$ cat src/rtl/delay_pipe.sv
// delay_pipe: elastic DELAY-stage delay line with a valid bit per stage.
//
// Words enter through a valid/ready handshake and leave from the last
// stage through another.  With COLLAPSE=1 each stage advances on its own,
// so empty stages (bubbles) are squeezed out while the output stalls.
// With COLLAPSE=0 the whole chain shifts together whenever the last stage
// can move, which matches a plain enable-driven delay line.
// DELAY=0 degenerates to a combinational wire-through.
//
// Ports:
//   clk        rising-edge clock
//   rst        asynchronous, active-high reset (clears valid and data)
//   flush      synchronous clear of every stage valid bit
//   in_valid   upstream word valid
//   in_ready   word on in_data is accepted this cycle
//   in_data    upstream word
//   out_valid  last stage holds a word
//   out_ready  downstream accepts out_data
//   out_data   data of the last stage
//   occupancy  number of valid stages (registered)

module delay_pipe #(
    parameter int DELAY    = 4,
    parameter int WIDTH    = 16,
    parameter int COLLAPSE = 1,
    localparam int OCC_W   = (DELAY < 1) ? 1 : $clog2(DELAY + 1)
) (
    input  logic             clk,
    input  logic             rst,
    input  logic             flush,
    input  logic             in_valid,
    output logic             in_ready,
    input  logic [WIDTH-1:0] in_data,
    output logic             out_valid,
    input  logic             out_ready,
    output logic [WIDTH-1:0] out_data,
    output logic [OCC_W-1:0] occupancy
);

    if (DELAY == 0) begin : g_pass
        assign in_ready  = out_ready;
        assign out_valid = in_valid;
        assign out_data  = in_data;
        assign occupancy = '0;

        // Clock, reset and flush have nothing to act on without stages.
        logic unused_ctl;
        assign unused_ctl = ^{clk, rst, flush};
    end else begin : g_pipe
        logic             v   [DELAY];
        logic [WIDTH-1:0] d   [DELAY];
        logic             vin [DELAY];
        logic [WIDTH-1:0] din [DELAY];
        logic [DELAY-1:0] ld;
        logic             can_take;
        logic             in_fire;
        logic             out_fire;

        // Each stage's source: the upstream port for stage 0, else the
        // previous stage.
        always_comb begin
            vin[0] = in_valid;
            din[0] = in_data;
            for (int unsigned i = 1; i < DELAY; i++) begin
                vin[i] = v[i-1];
                din[i] = d[i-1];
            end
        end

        if (COLLAPSE != 0) begin : g_collapse
            // r[i]: stage i may load this cycle. A stage is free when it is
            // empty or its successor is moving, chained back from out_ready.
            logic [DELAY:0] r;
            always_comb begin
                r[DELAY] = out_ready;
                for (int unsigned i = DELAY; i > 0; i--) begin
                    r[i-1] = !v[i-1] || r[i];
                end
            end
            assign ld       = r[DELAY-1:0];
            assign can_take = r[0];
        end else begin : g_global
            logic adv;
            assign adv      = out_ready || !v[DELAY-1];
            assign ld       = {DELAY{adv}};
            assign can_take = adv;
        end

        assign in_ready  = can_take && !flush;
        assign out_valid = v[DELAY-1];
        assign out_data  = d[DELAY-1];
        assign in_fire   = in_valid && in_ready;
        assign out_fire  = out_valid && out_ready;

        // Data only moves behind a valid word when collapsing, so a stage
        // that swallows a bubble keeps its previous contents.
        always_ff @(posedge clk or posedge rst) begin
            if (rst) begin
                for (int unsigned i = 0; i < DELAY; i++) begin
                    v[i] <= 1'b0;
                    d[i] <= '0;
                end
            end else if (flush) begin
                for (int unsigned i = 0; i < DELAY; i++) begin
                    v[i] <= 1'b0;
                end
            end else begin
                for (int unsigned i = 0; i < DELAY; i++) begin
                    if (ld[i]) begin
                        v[i] <= vin[i];
                        if (vin[i] || (COLLAPSE == 0)) begin
                            d[i] <= din[i];
                        end
                    end
                end
            end
        end

        // Tracked as a transfer counter; equals the popcount of v.
        always_ff @(posedge clk or posedge rst) begin
            if (rst) begin
                occupancy <= '0;
            end else if (flush) begin
                occupancy <= '0;
            end else begin
                occupancy <= occupancy + OCC_W'(in_fire) - OCC_W'(out_fire);
            end
        end
    end

endmodule

$ cat config.mk
export PLATFORM = sky130hd
export DESIGN_NAME = delay_pipe
export DESIGN_NICKNAME = d
export VERILOG_FILES = /design/src/rtl/delay_pipe.sv
export SDC_FILE = /design/constraint.sdc
export NUM_CORES = 1
export LEC_CHECK = 0
export ABC_AREA = 0
export BUFFER_PORTS_ARGS = -buffer_cell sky130_fd_sc_hd__clkbuf_2
export CAP_MARGIN = 20
export CELL_PAD_IN_SITES_DETAIL_PLACEMENT = 1
export CELL_PAD_IN_SITES_GLOBAL_PLACEMENT = 1
export CORE_MARGIN = 2
export CORE_UTILIZATION = 53
export CTS_BUF_LIST = sky130_fd_sc_hd__clkbuf_4 sky130_fd_sc_hd__clkbuf_8
export CTS_CLUSTER_DIAMETER = 30
export DETAILED_ROUTE_END_ITERATION = 7
export PLACE_DENSITY = 0.9
export SLEW_MARGIN = 20
export SYNTH_ARGS = -nofsm -noshare
export SYNTH_HDL_FRONTEND = slang
export SYNTH_SLANG_ARGS = --single-unit
$ cat constraint.sdc
create_clock -name clk -period 3.75 [get_ports clk]
set_clock_uncertainty 0.15 [all_clocks]
set_input_delay 0.375 -clock clk [delete_from_list [all_inputs] [get_ports clk]]
set_output_delay 0.375 -clock clk [all_outputs]
set_load 0.03 [all_outputs]
# After elaboration in Yosys (flattened, before gate mapping)
# Index checks and enable logic that the tools add are counted.
# classes
addsub	2
n_mux	6
bitwise_logic	1
reduce_logical	20
# op_table
operator	n
AND reduction 3 bit	4
nonzero test 2 bit	4
zero test 1 bit	5
logical OR 1 bit	4
two-way mux 1 bit	4
two-way mux 4 bit	1
adder 3 x 1 -> 3 bit	1
logical AND 1 bit	3
two-way mux 3 bit	1
subtractor 3 x 1 -> 3 bit	1
NOT 1 bit	1
# totals
reg_bits	71
input_bits	21
output_inout_bits	21

# Logic depth before layout (Yosys ltp)
# depth
ltp_word	10
ltp_mapped	12

# Worst setup path after synthesis
# No wires, ideal clock.
# synth_path
kind	flip-flop to flip-flop
from	register g_pipe.v (netlist bit out_valid)
to	register occupancy[2]
setup_time_ns	0.124
arrival_time_ns	2.436
t_required_ns	3.476
slack_ns	1.040
stages_incl_launch_ff	13
n_path_buf	2
path_cell_list	dfrtp_1 -> nor2b_4 -> buf_6 -> a211oi_4 -> buf_4 -> inv_1 -> ha_1 -> inv_1 -> ha_1 -> inv_1 -> fa_1 -> xnor2_1 -> nor2_1
# synth_between
elab_chain_cells	10
# synth_rtl
element	line_no	rtl
start: declaration	50	logic v [DELAY];
start signal: indexed assignment	110	v[i] <= vin[i];
zero test 1 bit	77	r[i-1] = !v[i-1] || r[i];
logical OR 1 bit (4 in series)	77	
logical AND 1 bit	89	assign in_ready = can_take && !flush;
logical AND 1 bit	92	assign in_fire = in_valid && in_ready;
adder 3 x 1 -> 3 bit	126	occupancy <= occupancy + OCC_W'(in_fire) - OCC_W'(out_fire);
subtractor 3 x 1 -> 3 bit (*)	126	
two-way mux 3 bit (*)	123	end else if (flush) begin
end signal: assignment	126	
end: declaration	37	output logic [OCC_W-1:0] occupancy
# Mark *: on every way between the ends. The rest lies on a longest branch, timed or not.
# A chain may end at the register's enable or synchronous reset.

# Final worst setup path
# layout_path
from	register g_pipe.v[1] (netlist bit)
to	register occupancy[2]
# layout_between
elab_chain_cells	9
# layout_rtl
element	line_no
zero test 1 bit	77
logical OR 1 bit (3 in series)	77
logical AND 1 bit	89
logical AND 1 bit	92
adder 3 x 1 -> 3 bit	126
subtractor 3 x 1 -> 3 bit	126
two-way mux 3 bit	123
# Every way passes these cells.

==> summary.txt <==
GRT
  – GR Util All Layers: 19.2%
  – First-pass GRT wire length: 8730 um
  – Met2 usage: 32.5%
  – Total grt overflow: 0
  – GR met1 Demand/Resource: 22.4%
  – Pin count of the biggest net entering global routing: 46
  – Vias in the first global route: 1750
  – GRT busiest layer: met2
  – Met3 Track Usage GR: 6.02%
  – Initial antenna violation count: 0

Finish
  – Total area of sequential cells: 0.00178 sq mm
  – Antenna cells: 0
  – Final Net Count: 246
  – Syn-to-layout area delta: 10.4%
  – Fillcell total: 535
  – Share of layout cells above drive strength 1: 57.5%
  – Most frequent cells in the layout: dfrtp_1, mux2_2, clkbuf_2, clkbuf_8, mux2_4
  – Commonest non-fill, non-tap cell in the layout: dfrtp_1
  – Cell area after layout: 0.00327 sq mm
  – Multi-input gate area: 955 sq um
  – Post-Layout Cell Count: 298
  – Final core occ: 60.1%

Setup path
  – WS Path Type: reg2reg
  – WP data required: 3.82 ns
  – Reg2reg setup slack: 1.35 ns
  – CP max-delay cell: dfrtp_1
  – Max stage delay on crit path: 0.46 ns
  – Crit end category: register
  – Crit Path Max Fanout: 7
  – CP Cell Sequence: and3_1 > a211oi_4 > inv_1 > ha_1 > inv_1 > ha_1 > inv_1 > fa_1 > xnor2_1 > nor2_1
  – CP arrival: 2.47 ns
  – Most used cell, CP: inv_1
  – CP Launch Type: register

Synthesis
  – Synth Register Bits: 71
  – Netlist cell types: 24
  – Area share of fa/ha/maj cells after synthesis: 1.52%
  – Post-synthesis mux area share: 25.6%
  – Mapped Cells: 190
  – Synth Flop Type: dfrtp_1
  – XOR/XNOR Fraction of Synth Area: 0.591%
  – Post-Synth Simple-Gate Area: 2.45%
  – Asr flop ratio synth: 100%
  – Syn Area/Cell: 15.6 sq um
  – Syn_nets: 214
  – EDFF count, synth: 0
  – Mapped Area: 0.00296 sq mm
  – Post-synthesis compound-gate area fraction: 2.07%
  – Yosys warning count: 0
  – Main combinational cell family by area after synthesis: multiplexers
  – Fraction of the yosys area taken by sequential cells: 60.0%

Clocking
  – Clk root buf: clkbuf_8
  – Cts hold-fix bufs: 0
  – Num CTS Buffers: 9
  – CTS H-tree lvls: 3
  – CTS tree: yes
  – Resize count post-CTS: 0
  – TritonCTS Sinks: 71
  – Clk buf depth: 2
  – Postcts setup bufs: 0
  – Clk_lat worst skew: 0.34 ns
  – Clock-pin slew on the worst setup and hold paths: 0.07 ns

Run
  – Max cap viols: 0

Floorplan
  – Ports: 42
  – Rows: 27
  – Die area: 0.00620 sq mm
  – Die W: 78.8 um
  – Placeable Area: 0.00544 sq mm
  – Initial cell density of the core: 54.5%
  – Die height: 78.8 um

Run status
  – Status: completed

STA
  – Final Max Slew Viols: 0
  – Setup TNS Final: 0 ns
  – Max Fclk: 0.417 GHz
  – Slew HR: 31.5%
  – Tcrit/Tclk final: 64.0%
  – Final min period: 2.40 ns
  – RSZ-0062 raised after global routing: false
  – Least-Margin Pin Slew: 1.03 ns
  – Final hold viol count: 0
  – Final setup viols: 0

Drt
  – Post-Route WL: 5200 um
  – Via density: 5.14
  – DRT antenna net count: 0
  – DRT Pass-1 Iters: 4
  – Routed vias: 1531
  – Drt wl/cell: 17.4 um
  – Iter 0 DRT Violations: 52
  – DRC viols: 0

Hold path
  – Worst Hold Class: in2async

Power
  – Peak supply drop: 0.000297 V
  – Leak: 0.00160 uW
  – PD cells: 663 mW/mm^2

Placement
  – HPWL after DPL: 3390 um
  – DP Area: 0.00308 sq mm
  – DP Cell Count: 283
  – Gpl congestion: 0.661
  – Port Buffer Count: 41
kinds of logic (layout without fill, tap and decap cells):
family,after synthesis,count (layout)
XOR/XNOR,2,2
flip-flops,71,71
adder cells (fa/ha/maj),3,3
AND/OR/NAND/NOR,12,12
buffers and inverters,31,67
AO/OA/AOI/OAI,7,7
multiplexers,64,64
registers in the layout (all words and copies together), names as in the netlist:
register / flops
occupancy: 3
out_data: 16
g_pipe.d: 48
g_pipe.v: 3
out_valid: 1
critical path, delay by kind of cell (launching register included):
kind | cells | cell delay [ns]
fa+ha+maj | 3 | 0.78
flops | 1 | 0.46
simple gates | 2 | 0.28
compound gates | 1 | 0.26
xor+xnor | 1 | 0.17
buf+inv | 3 | 0.17
final cells by class:
cell class | count | share of cell area [%]
Multi-Input combinational cell | 88 | 29.2
Clock buffer | 15 | 5.74
Inverter | 7 | 0.803
Tap cell | 72 | 2.75
Timing Repair Buffer | 45 | 7.19
Sequential cell | 71 | 54.3
synthesized netlist by cell type (all sizes together) (2+ instances only):
master	number	area share [%]
buf	24	6.9
inv	7	0.89
dfrtp	71	60
ha	2	0.84
nor2	6	0.76
nor2b	2	0.68
a21oi	3	0.51
mux2	64	26
report_power, final:
group	switching (uW)	leakage, uW	internal [uW]
sequential	117	0.000876	981
combinational	259	0.000624	237
clock	261	0.000100	314
total	638	0.00160	1530
per-stage QoR:
| step | setup WS [ns] | total power, uW | hold WS, ns |
|---|---|---|---|
| after floorplan | 1.04 | 1550 | 0.324 |
| after global placement | 1.45 | 1570 | 0.333 |
| after detailed placement | 1.38 | 1620 | 0.338 |
| after CTS | 1.33 | 2200 | 0.0913 |
| after global routing | 1.18 | 2290 | 0.0996 |
| final | 1.35 | 2170 | 0.0678 |
worst paths after layout:
path	cells past startpoint	from	to
worst max-delay path	10	g_pipe.v[1]	occupancy[2]
worst min-delay path	2	rst	g_pipe.d[35]
worst max register to register	10	g_pipe.v[1]	occupancy[2]
worst min register to register	1	g_pipe.d[45]	g_pipe.d[29]
max in group asynchronous	3	rst	g_pipe.d[59]
min in group clk	2	in_data[15]	g_pipe.d[63]
metal layers:
metal	vias to the layer above	part of all wire, %
met2	34	53
met1	790	41
met3	12	4.5
met4	0	1.9
met5	-	0
li1	695	-
Power figures use the tool's default switching activity.
